===== config.mk =====
export PLATFORM = sky130hd
export DESIGN_NAME = io_scan_chain_ctrl
export DESIGN_NICKNAME = d
export VERILOG_FILES = /design/src/rtl/io_scan_pkg.sv /design/src/rtl/io_scan_shreg.sv /design/src/rtl/io_scan_chain_ctrl.sv
export SDC_FILE = /design/constraint.sdc
export NUM_CORES = 1
export LEC_CHECK = 0
export CAP_MARGIN = 40
export CELL_PAD_IN_SITES_DETAIL_PLACEMENT = 0
export CELL_PAD_IN_SITES_GLOBAL_PLACEMENT = 1
export CORE_MARGIN = 1
export CORE_UTILIZATION = 35
export CTS_CLUSTER_DIAMETER = 100
export DETAILED_ROUTE_END_ITERATION = 6
export GPL_TIMING_DRIVEN = 0
export PLACE_DENSITY_LB_ADDON = 0.1
export SETUP_SLACK_MARGIN = 0.02
export SLEW_MARGIN = 10
export SYNTH_ARGS = -nofsm -noshare
export SYNTH_HDL_FRONTEND = slang
export SYNTH_SLANG_ARGS = --single-unit

===== constraint.sdc =====
create_clock -name clk -period 1.7 [get_ports clk]
set_input_delay 0.34 -clock clk [delete_from_list [all_inputs] [get_ports clk]]
set_output_delay 0.34 -clock clk [all_outputs]
set_load 0.02 [all_outputs]

===== src/rtl/io_scan_pkg.sv =====
// ---------------------------------------------------------------------------
// io_scan_pkg
//   Shared types and opcode encodings for the IO-tile scan chain controller.
//   Contents:
//     OPC_*          raw 2-bit opcode encodings as seen on cmd_op
//     scan_op_e      decoded command opcode
//     scan_state_e   controller FSM state
//     op_is_shift()  true for the opcodes that start with a chain shift
// ---------------------------------------------------------------------------
package io_scan_pkg;

    localparam logic [1:0] OPC_SHIFT         = 2'b00;
    localparam logic [1:0] OPC_CAPTURE       = 2'b01;
    localparam logic [1:0] OPC_SHIFT_CAPTURE = 2'b10;
    localparam logic [1:0] OPC_RSVD          = 2'b11;

    // The OP_ and ST_ prefixes keep the opcode and state enumerators apart,
    // since both sets contain a SHIFT and a CAPTURE member.
    typedef enum logic [1:0] {
        OP_SHIFT         = OPC_SHIFT,
        OP_CAPTURE       = OPC_CAPTURE,
        OP_SHIFT_CAPTURE = OPC_SHIFT_CAPTURE,
        OP_RSVD          = OPC_RSVD
    } scan_op_e;

    typedef enum logic [1:0] {
        ST_IDLE    = 2'd0,
        ST_SHIFT   = 2'd1,
        ST_CAPTURE = 2'd2,
        ST_RESP    = 2'd3
    } scan_state_e;

    function automatic logic op_is_shift(input scan_op_e op);
        return (op == OP_SHIFT) || (op == OP_SHIFT_CAPTURE);
    endfunction

endpackage


===== src/rtl/io_scan_shreg.sv =====
// ---------------------------------------------------------------------------
// io_scan_shreg
//   CHAIN_LEN-bit shift register with parallel load, used to serialise the
//   command word towards the chain and to collect the word coming back.
//   Shifts towards bit 0: serial_in enters at the MSB.
//   Ports:
//     clk        clock
//     reset      synchronous, active-high; clears the register
//     load       parallel load of load_data (takes priority over shift)
//     load_data  word to load
//     shift      shift enable
//     serial_in  bit entering at the MSB on a shift
//     q          current register contents (q[0] is the next bit out)
//     shifted    value the register takes on a shift, for look-ahead use
// ---------------------------------------------------------------------------
module io_scan_shreg #(
    parameter int CHAIN_LEN = 16
) (
    input  logic                 clk,
    input  logic                 reset,
    input  logic                 load,
    input  logic [CHAIN_LEN-1:0] load_data,
    input  logic                 shift,
    input  logic                 serial_in,
    output logic [CHAIN_LEN-1:0] q,
    output logic [CHAIN_LEN-1:0] shifted
);

    assign shifted = {serial_in, q[CHAIN_LEN-1:1]};

    always_ff @(posedge clk) begin
        if (reset) begin
            q <= '0;
        end else if (load) begin
            q <= load_data;
        end else if (shift) begin
            q <= shifted;
        end
    end

endmodule


===== src/rtl/io_scan_chain_ctrl.sv =====
// ---------------------------------------------------------------------------
// io_scan_chain_ctrl
//   Drives the IO-tile flip-flop scan chain: serialises a command word onto
//   scan_en/scan_si, collects scan_so into a response word, and issues single
//   functional-capture cycles on request.
//   Ports:
//     clk, reset            clock, synchronous active-high reset
//     cmd_valid/cmd_ready   command handshake
//     cmd_op                00 SHIFT, 01 CAPTURE, 10 SHIFT_CAPTURE, 11 reserved
//     cmd_data              word to shift in, bit 0 first
//     rsp_valid/rsp_ready   response handshake
//     rsp_data              word shifted out, bit 0 = first bit seen on scan_so
//     rsp_err               reserved opcode, nothing was done to the chain
//     scan_en, scan_si      to SE and first SI of the IO FF chain
//     scan_so               from SO of the last IO FF
//     busy                  high whenever the controller is not idle
// ---------------------------------------------------------------------------
module io_scan_chain_ctrl
    import io_scan_pkg::*;
#(
    parameter int CHAIN_LEN = 16
) (
    input  logic                 clk,
    input  logic                 reset,
    input  logic                 cmd_valid,
    output logic                 cmd_ready,
    input  logic [1:0]           cmd_op,
    input  logic [CHAIN_LEN-1:0] cmd_data,
    output logic                 rsp_valid,
    input  logic                 rsp_ready,
    output logic [CHAIN_LEN-1:0] rsp_data,
    output logic                 rsp_err,
    output logic                 scan_en,
    output logic                 scan_si,
    input  logic                 scan_so,
    output logic                 busy
);

    localparam int CNT_W = $clog2(CHAIN_LEN + 1);
    localparam logic [CNT_W-1:0] LAST_CNT = CNT_W'(CHAIN_LEN - 1);

    scan_state_e            state;
    scan_op_e               op_q;
    logic [CNT_W-1:0]       count;
    logic [CHAIN_LEN-1:0]   shreg_q;
    logic [CHAIN_LEN-1:0]   shreg_shifted;
    logic                   accept;
    logic                   rsp_accept;
    logic                   shift_en;
    logic                   last_shift;
    scan_op_e               cmd_op_e;

    assign cmd_op_e   = scan_op_e'(cmd_op);
    assign accept     = (state == ST_IDLE) && cmd_valid && cmd_ready;
    assign rsp_accept = (state == ST_RESP) && rsp_valid && rsp_ready;
    assign shift_en   = (state == ST_SHIFT);
    assign last_shift = (count == LAST_CNT);

    // The register loads the command word on accept and then swaps one bit
    // per shift cycle: the bit leaving at q[0] drives scan_si while scan_so
    // enters at the top, so after CHAIN_LEN shifts it holds the unloaded word.
    io_scan_shreg #(
        .CHAIN_LEN (CHAIN_LEN)
    ) u_shreg (
        .clk       (clk),
        .reset     (reset),
        .load      (accept),
        .load_data (cmd_data),
        .shift     (shift_en),
        .serial_in (scan_so),
        .q         (shreg_q),
        .shifted   (shreg_shifted)
    );

    // Controller FSM. All outputs are registered, so scan_si is loaded one
    // edge ahead with the bit the shift register will present next
    // (cmd_data[0] on accept, shreg_shifted[0] while shifting).
    always_ff @(posedge clk) begin
        if (reset) begin
            state     <= ST_IDLE;
            op_q      <= OP_SHIFT;
            count     <= '0;
            cmd_ready <= 1'b0;
            rsp_valid <= 1'b0;
            rsp_data  <= '0;
            rsp_err   <= 1'b0;
            scan_en   <= 1'b0;
            scan_si   <= 1'b0;
            busy      <= 1'b0;
        end else begin
            case (state)
                ST_IDLE: begin
                    cmd_ready <= 1'b1;
                    if (accept) begin
                        op_q      <= cmd_op_e;
                        cmd_ready <= 1'b0;
                        busy      <= 1'b1;
                        count     <= '0;
                        if (op_is_shift(cmd_op_e)) begin
                            state   <= ST_SHIFT;
                            scan_en <= 1'b1;
                            scan_si <= cmd_data[0];
                        end else if (cmd_op_e == OP_CAPTURE) begin
                            state <= ST_CAPTURE;
                        end else begin
                            state     <= ST_RESP;
                            rsp_valid <= 1'b1;
                            rsp_err   <= 1'b1;
                            rsp_data  <= '0;
                        end
                    end
                end

                ST_SHIFT: begin
                    count <= count + 1'b1;
                    if (last_shift) begin
                        scan_en <= 1'b0;
                        scan_si <= 1'b0;
                        if (op_q == OP_SHIFT_CAPTURE) begin
                            state <= ST_CAPTURE;
                        end else begin
                            state     <= ST_RESP;
                            rsp_valid <= 1'b1;
                            rsp_err   <= 1'b0;
                            rsp_data  <= shreg_shifted;
                        end
                    end else begin
                        scan_si <= shreg_shifted[0];
                    end
                end

                // scan_en is already low here, so the chain takes its D inputs
                // on the edge that ends this cycle. For SHIFT_CAPTURE the
                // shift register still holds the pre-capture chain contents.
                ST_CAPTURE: begin
                    state     <= ST_RESP;
                    rsp_valid <= 1'b1;
                    rsp_err   <= 1'b0;
                    rsp_data  <= (op_q == OP_SHIFT_CAPTURE) ? shreg_q : '0;
                end

                // Returning through IDLE with cmd_ready set guarantees one
                // idle cycle between a response accept and the next command.
                ST_RESP: begin
                    if (rsp_accept) begin
                        state     <= ST_IDLE;
                        rsp_valid <= 1'b0;
                        busy      <= 1'b0;
                        cmd_ready <= 1'b1;
                    end
                end

                default: begin
                    state <= ST_IDLE;
                end
            endcase
        end
    end

endmodule


# After elaboration in Yosys (flattened, before gate mapping)
# Index checks and enable logic that the tools add are counted.
dict set report word_totals {
  reg_bits 47
  inputBits 23
  output_inout_bits 22
  word_cells 87
}
dict set report op_classes {
  n_addsub 1
  n_eq_ne 14
  mux 41
  n_reduce_logical 20
}
# op n
set ops {}
lappend ops {{two-way mux 16 bit} 8}
lappend ops {{case mux 16 bit (3 select lines)} 1}
lappend ops {{two-way mux 1 bit} 19}
lappend ops {{AND reduction 6 bit} 2}
lappend ops {{inequality test 2 bit, second input constant} 5}
lappend ops {{case mux 5 bit (2 select lines)} 1}
lappend ops {{AND reduction 3 bit} 3}
lappend ops {{equality test 2 bit, second input constant} 4}
lappend ops {{two-way mux 2 bit} 4}
lappend ops {{case mux 1 bit (2 select lines)} 4}
lappend ops {{case mux 2 bit (4 select lines)} 1}
lappend ops {{AND reduction 2 bit} 3}
lappend ops {{nonzero test 2 bit} 3}
lappend ops {{adder 5 x 1 -> 5 bit, second input constant} 1}
lappend ops {{equality test 5 x 4 -> 1 bit, second input constant} 1}
lappend ops {{two-way mux 5 bit} 1}
lappend ops {{equality test 2 x 1 -> 1 bit, second input constant} 2}
lappend ops {{logical AND 1 bit} 4}
lappend ops {{zero test 2 bit} 2}
lappend ops {{inequality test 2 x 1 -> 1 bit, second input constant} 2}
lappend ops {{case mux 1 bit (4 select lines)} 1}
lappend ops {{AND reduction 4 bit} 1}
lappend ops {{case mux 1 bit (3 select lines)} 1}
lappend ops {{nonzero test 3 bit} 1}
lappend ops {{logical OR 1 bit} 1}

# Logic depth before layout (Yosys ltp)
dict set report logic_depth {
  word_depth 5
  depth_mapped 8
  mapped_depth_nobuf 7
}

# Cells and area by module
# A second synthesis with hierarchy kept.
dict set report unflattened {
  hier_cells 265
  hier_area_um2 2663.8
}
# module instances cells_each area_each_um2 seq_area_each_um2
set by_module_without_submodules {}
lappend by_module_without_submodules {io_scan_chain_ctrl 1 178 1737.9 620.6}
lappend by_module_without_submodules {io_scan_shreg 1 87 925.9 320.3}

# Worst setup path before layout
# No wires, ideal clock.
dict set report synth_path {
  path_type {register to register}
  startpoint {register count[0]}
  endpoint {register rsp_data[10]}
  setup_time_ns 0.132
  arrival_ns 1.586
  slack_ns -0.018
  stages_incl_launch_ff 9
  n_path_buf 1
  synth_period_minus_slack_ns 1.718
  cell_sequence {dfxtp_1 -> ha_1 -> and3_1 -> ha_1 -> nor2b_2 -> or3_4 -> buf_6 -> o21ai_1 -> a21oi_1}
}
dict set report synth_via {
  elab_chain_cells 3
}
# element line
set synth_rtl {}
lappend synth_rtl {{from (decl)} io_scan_chain_ctrl.sv:44} ;# logic [CNT_W-1:0] count;
lappend synth_rtl {{from (signal assigned)} io_scan_chain_ctrl.sv:115} ;# count <= count + 1'b1;
lappend synth_rtl {{equality test 5 x 4 -> 1 bit} io_scan_chain_ctrl.sv:57} ;# assign last_shift = (count == LAST_CNT);
lappend synth_rtl {{inequality test 2 x 1 -> 1 bit (no line)} -}
lappend synth_rtl {{AND reduction 6 bit (no line)} -}
lappend synth_rtl {{to (signal assigned)} io_scan_chain_ctrl.sv:125} ;# rsp_data <= shreg_shifted;
lappend synth_rtl {{to (signal assigned)} io_scan_chain_ctrl.sv:139} ;# rsp_data <= (op_q == OP_SHIFT_CAPTURE) ? shreg_q : '0;
lappend synth_rtl {{to (decl)} io_scan_chain_ctrl.sv:31} ;# output logic [CHAIN_LEN-1:0] rsp_data,
# No other way between the ends.
# A chain may end at the register's enable or synchronous reset.

# Worst setup path after layout
dict set report layout_path {
  startpoint {register count[1]}
  endpoint {register rsp_data[13]}
}
# The elaborated chain is that of the path after synthesis.

==> impl.org <==
** Outcome
- The run finished, with violations left.
- The checks that failed: setup timing.

** Logic synthesis
- Post-synth top area share :: roughly 40%
- The Yosys step of the flow raised 0 warnings.
- Share of async-settable or async-resettable flops after synthesis :: 0%
- Summed over all instances, the cell type with the most area after synthesis is dfxtp_1.
- Flops & latches, synth :: 47
- Number of enable-type register cells in the synthesized netlist :: 0
- By area the synthesized netlist is led by dfxtp_1 40%, mux2i_1 7.3%, a22o_1 6.4%.
- Synthesis produced a netlist with a net count of a little under 300.
- After synthesis the cells add up to 0.00234 mm².
- Counting every instance in the synthesized netlist gives around 270.
- Most common flop cell mapped by yosys :: dfxtp_1
- Sequential elements use 40.2% of the synthesized area.
- After synthesis, the mean cell area works out to ~8.8 µm².
- Count of distinct cell types in the synthesized netlist :: 40

** Die
- In this run the standard cell core region covers between 0.006 and 0.007 mm².
- For this configuration, the core starts out at a cell density of between 30% and 40%.
- In this run the vertical extent of the chip is between 80 and 90 µm.
- Number of standard-cell rows in the floorplan :: 29
- Boundary pin count :: 45
- Die X :: 83.8 µm
- Die Area :: ~0.007 mm²

** Placed design
- Final RePlAce weighted congestion :: between 0.7 and 0.8
- Number of placed cells counting well taps :: around 390
- In this run the tool buffered the top-level ports with between 40 and 50 buffer cells.
- Placed Instance Area :: 0.00290 mm²
- Post-detail-place hpwl :: 4430 µm
- Timing analysis after detailed placement gives a worst setup slack of -0.318 ns.

** Drt
- Via count :: around 2200
- 1st-iter DRT viols :: around 80
- After detailed routing, the number of vias per cell comes to between 5 and 6.
- Number of routed nets with antenna violations :: 0
- The final layout contains routed wiring with a total length of ~6000 µm.
- In the final routed layout, each cell accounts on average for 15.2 µm.
- The first TritonRoute pass finished after 4 iterations.
- After detailed routing, the number of remaining DRC violations is 0.

** Timing
- Setup skew after layout :: 0.00401 ns
- Setup repair after global routing could not meet its margin everywhere.
- Period minus WS final :: about 1.7 ns
- In this run the tightest slew margin relative to its limit is just under 60%.
- The final critical path takes up 102% of the cycle.
- The number of hold-slack violations in the final timing report was 0.
- Summed negative setup slack over all endpoints :: -0.253 ns
- Based on the critical path, the design can be clocked at up to 578 MHz.
- Setup violations remaining at the end of the flow were counted as 10.
- The number of slew-limit violations in the final report came to 0.
- Worst-Margin Slew :: just over 0.6 ns
- Across all hold checks on the routed design, the worst slack comes to roughly 0.46 ns.
- In the post-route analysis, the smallest setup slack over all paths is -0.0305 ns.

** Global routing
- The first global-routing pass estimated between 10000 and 15000 µm of wire.
- Maximum number of pins on one net before global-route repair :: 14
- Antenna violations before repair :: 0
- Number of global-route vias before repair :: between 2000 and 2500
- The total overflow left after global routing is 0.
- Global routing consumed, over all layers together, 18.6% of the routing resources.

** Worst setup path
- In this run the critical register-to-register path is captured at rsp_data[13].
- At the worst endpoint, the required time is around 1.9 ns.
- In this run the worst path has a maximum fanout of 8.
- The most critical setup path has its endpoint at rsp_data[13].
- The worst setup path is of the flop to flop kind.
- STA classifies the critical path endpoint as a flop.
- Depth of the worst register-to-register path :: 8
- Critical path startpoint :: count[1]
- The worst setup path is launched from a flop.
- Slack of the worst reg-to-reg path :: -0.03 ns
- The worst register-to-register path begins at count[1].
- Signal arrival time at the worst endpoint :: 1.90 ns

** Clock network
- Number of buffers on the longest clock path :: 2
- Counting every sink on the clock net gives between 40 and 50.
- Clock-pin slew was measured on the worst setup and hold paths at 0.09 ns.
- Source-to-sink clock delay at the later pin of the worst-skew pair :: ~0.30 ns
- CTS built an H-tree with a depth of 2.
- The number of hold buffers added after CTS was 0.
- Total CTS buffers :: 5
- The tree is rooted in a clkbuf_8.
- TritonCTS built the clock tree.

** Final layout
- In the final layout, the share of cells above drive strength 1 is between 20% and 30%.
- Count of inserted antenna diode cells :: 0
- Post-synthesis to final-layout area growth :: 37.7%
- Final Net Count :: 357
- Post-route insts no fill :: between 400 and 500
- The finished cells cover approximately 0.0032 mm².

** Pwr
- For this design the ratio of total power to cell area is about 1500 mW/mm².
- Worst ir drop on vdd :: ~0.00064 V
- Leakage power summed over all cells :: approximately 1.2 nW

** Job
- Max-capacitance violation count :: 0

** Worst hold path
- Kind of path behind the tightest hold check :: flop to flop
## kinds of logic after synthesis
logic type,after synthesis,synth area share [%]
flip-flops,47,40.2
AND/OR/NAND/NOR,74,16.5
AO/OA/AOI/OAI,92,26.3
adder cells (fa/ha/maj),7,3.74
buffers and inverters,28,5.99
multiplexers,17,7.27
## final cells by class
| type | instances | area (µm²) |
|---|---|---|
| plain buffers | 24 | 170 |
| clock buffers | 8 | 100 |
| fillers | 632 | 3160 |
| inverters | 4 | 15.0 |
| multi-input cells | 190 | 1360 |
| flip-flops and latches | 47 | 948 |
| well taps | 77 | 96.3 |
| repair buffers | 55 | 529 |
## synthesized netlist by cell type (2+ instances only)
| library cell | count |
|---|---|
| nor3_1 | 3 |
| buf_2 | 14 |
| nand3_1 | 3 |
| buf_6 | 2 |
| dfxtp_1 | 47 |
| mux2i_1 | 17 |
| a211oi_1 | 16 |
| a22o_1 | 17 |
| nand2_1 | 7 |
| nand4_1 | 17 |
| nor2_1 | 31 |
| o21ai_1 | 9 |
| nor2b_1 | 2 |
| o21ai_0 | 11 |
| inv_1 | 4 |
| a21oi_1 | 26 |
| clkbuf_1 | 5 |
| clkbuf_2 | 2 |
| nand2b_1 | 2 |
| ha_1 | 7 |
| a311oi_1 | 4 |
## registers in the layout, indices dropped and copies added (netlist names), 2 cells and up
signal,count
state,2
rsp_data,16
op_q,2
count,5
u_shreg.q,16
## what timing repair did
| action | in CTS | in global routing |
|---|---|---|
| gates cloned | 1 | 0 |
| buffers inserted | 9 | 2 |
| setup endpoints to repair | 46 | 40 |
| gates resized for setup | 21 | 25 |
| pin swaps | 11 | 8 |
## report_power, final
group / internal [mW] / total [mW] / switching, mW
clock network: 0.372 / 0.746 / 0.375
registers: 1.31 / 1.49 / 0.189
logic: 1.14 / 2.58 / 1.44
total: 2.81 / 4.82 / 2.00
## worst min-delay path by stage
stage / startpoint / to / slack [ns] / cells after the start
2_1_floorplan: count[4] / count[4] / 0.46 / 2
3_3_place_gp: rsp_data[7] / rsp_data[7] / 0.45 / 2
3_5_place_dp: rsp_data[7] / rsp_data[7] / 0.46 / 2
4_1_cts: rsp_data[7] / rsp_data[7] / 0.46 / 2
5_1_grt: rsp_data[6] / rsp_data[6] / 0.49 / 2
6_report: rsp_data[7] / rsp_data[7] / 0.46 / 2
## through the flow
| step | util (%) | total power, mW |
|---|---|---|
| 2_1_floorplan | - | 3.06 |
| 3_3_place_gp | 45.4 | 3.64 |
| 3_5_place_dp | 45.4 | 3.64 |
| 4_1_cts | 49.0 | 4.67 |
| 5_1_grt | 50.5 | 5.17 |
| 6_report | 50.5 | 4.82 |
## metal layers
layer,vias up,wire [µm],track usage [%]
li1,1108,-,-
met1,992,3290,28.6
met2,50,2550,25.6
met3,6,244,3.56
met4,0,69,6.01
met5,-,0,0
## worst max-delay path: stages, from the launching register on
cell     delay, ns
dfxtp_2       0.36
ha_4          0.13
and3_4        0.18
ha_4          0.15
nor2b_4       0.06
or3_4         0.38
buf_6         0.16
o21ai_1       0.11
a21oi_1       0.07
## cell usage in the layout (no fill, tap or decap), types with 7 or more instances in the layout
master and instances:
dfxtp_1 43, clkdlybuf4s50_1 41, nor2_1 31, a21oi_1 24, mux2i_1 17, a22o_1 17, nand4_1 17, buf_4 15
a211oi_1 11, o21ai_0 10, buf_6 9, nand2_1 7, o21ai_2 7, clkbuf_8 7
Note: power is estimated with default switching activity, not from simulation.
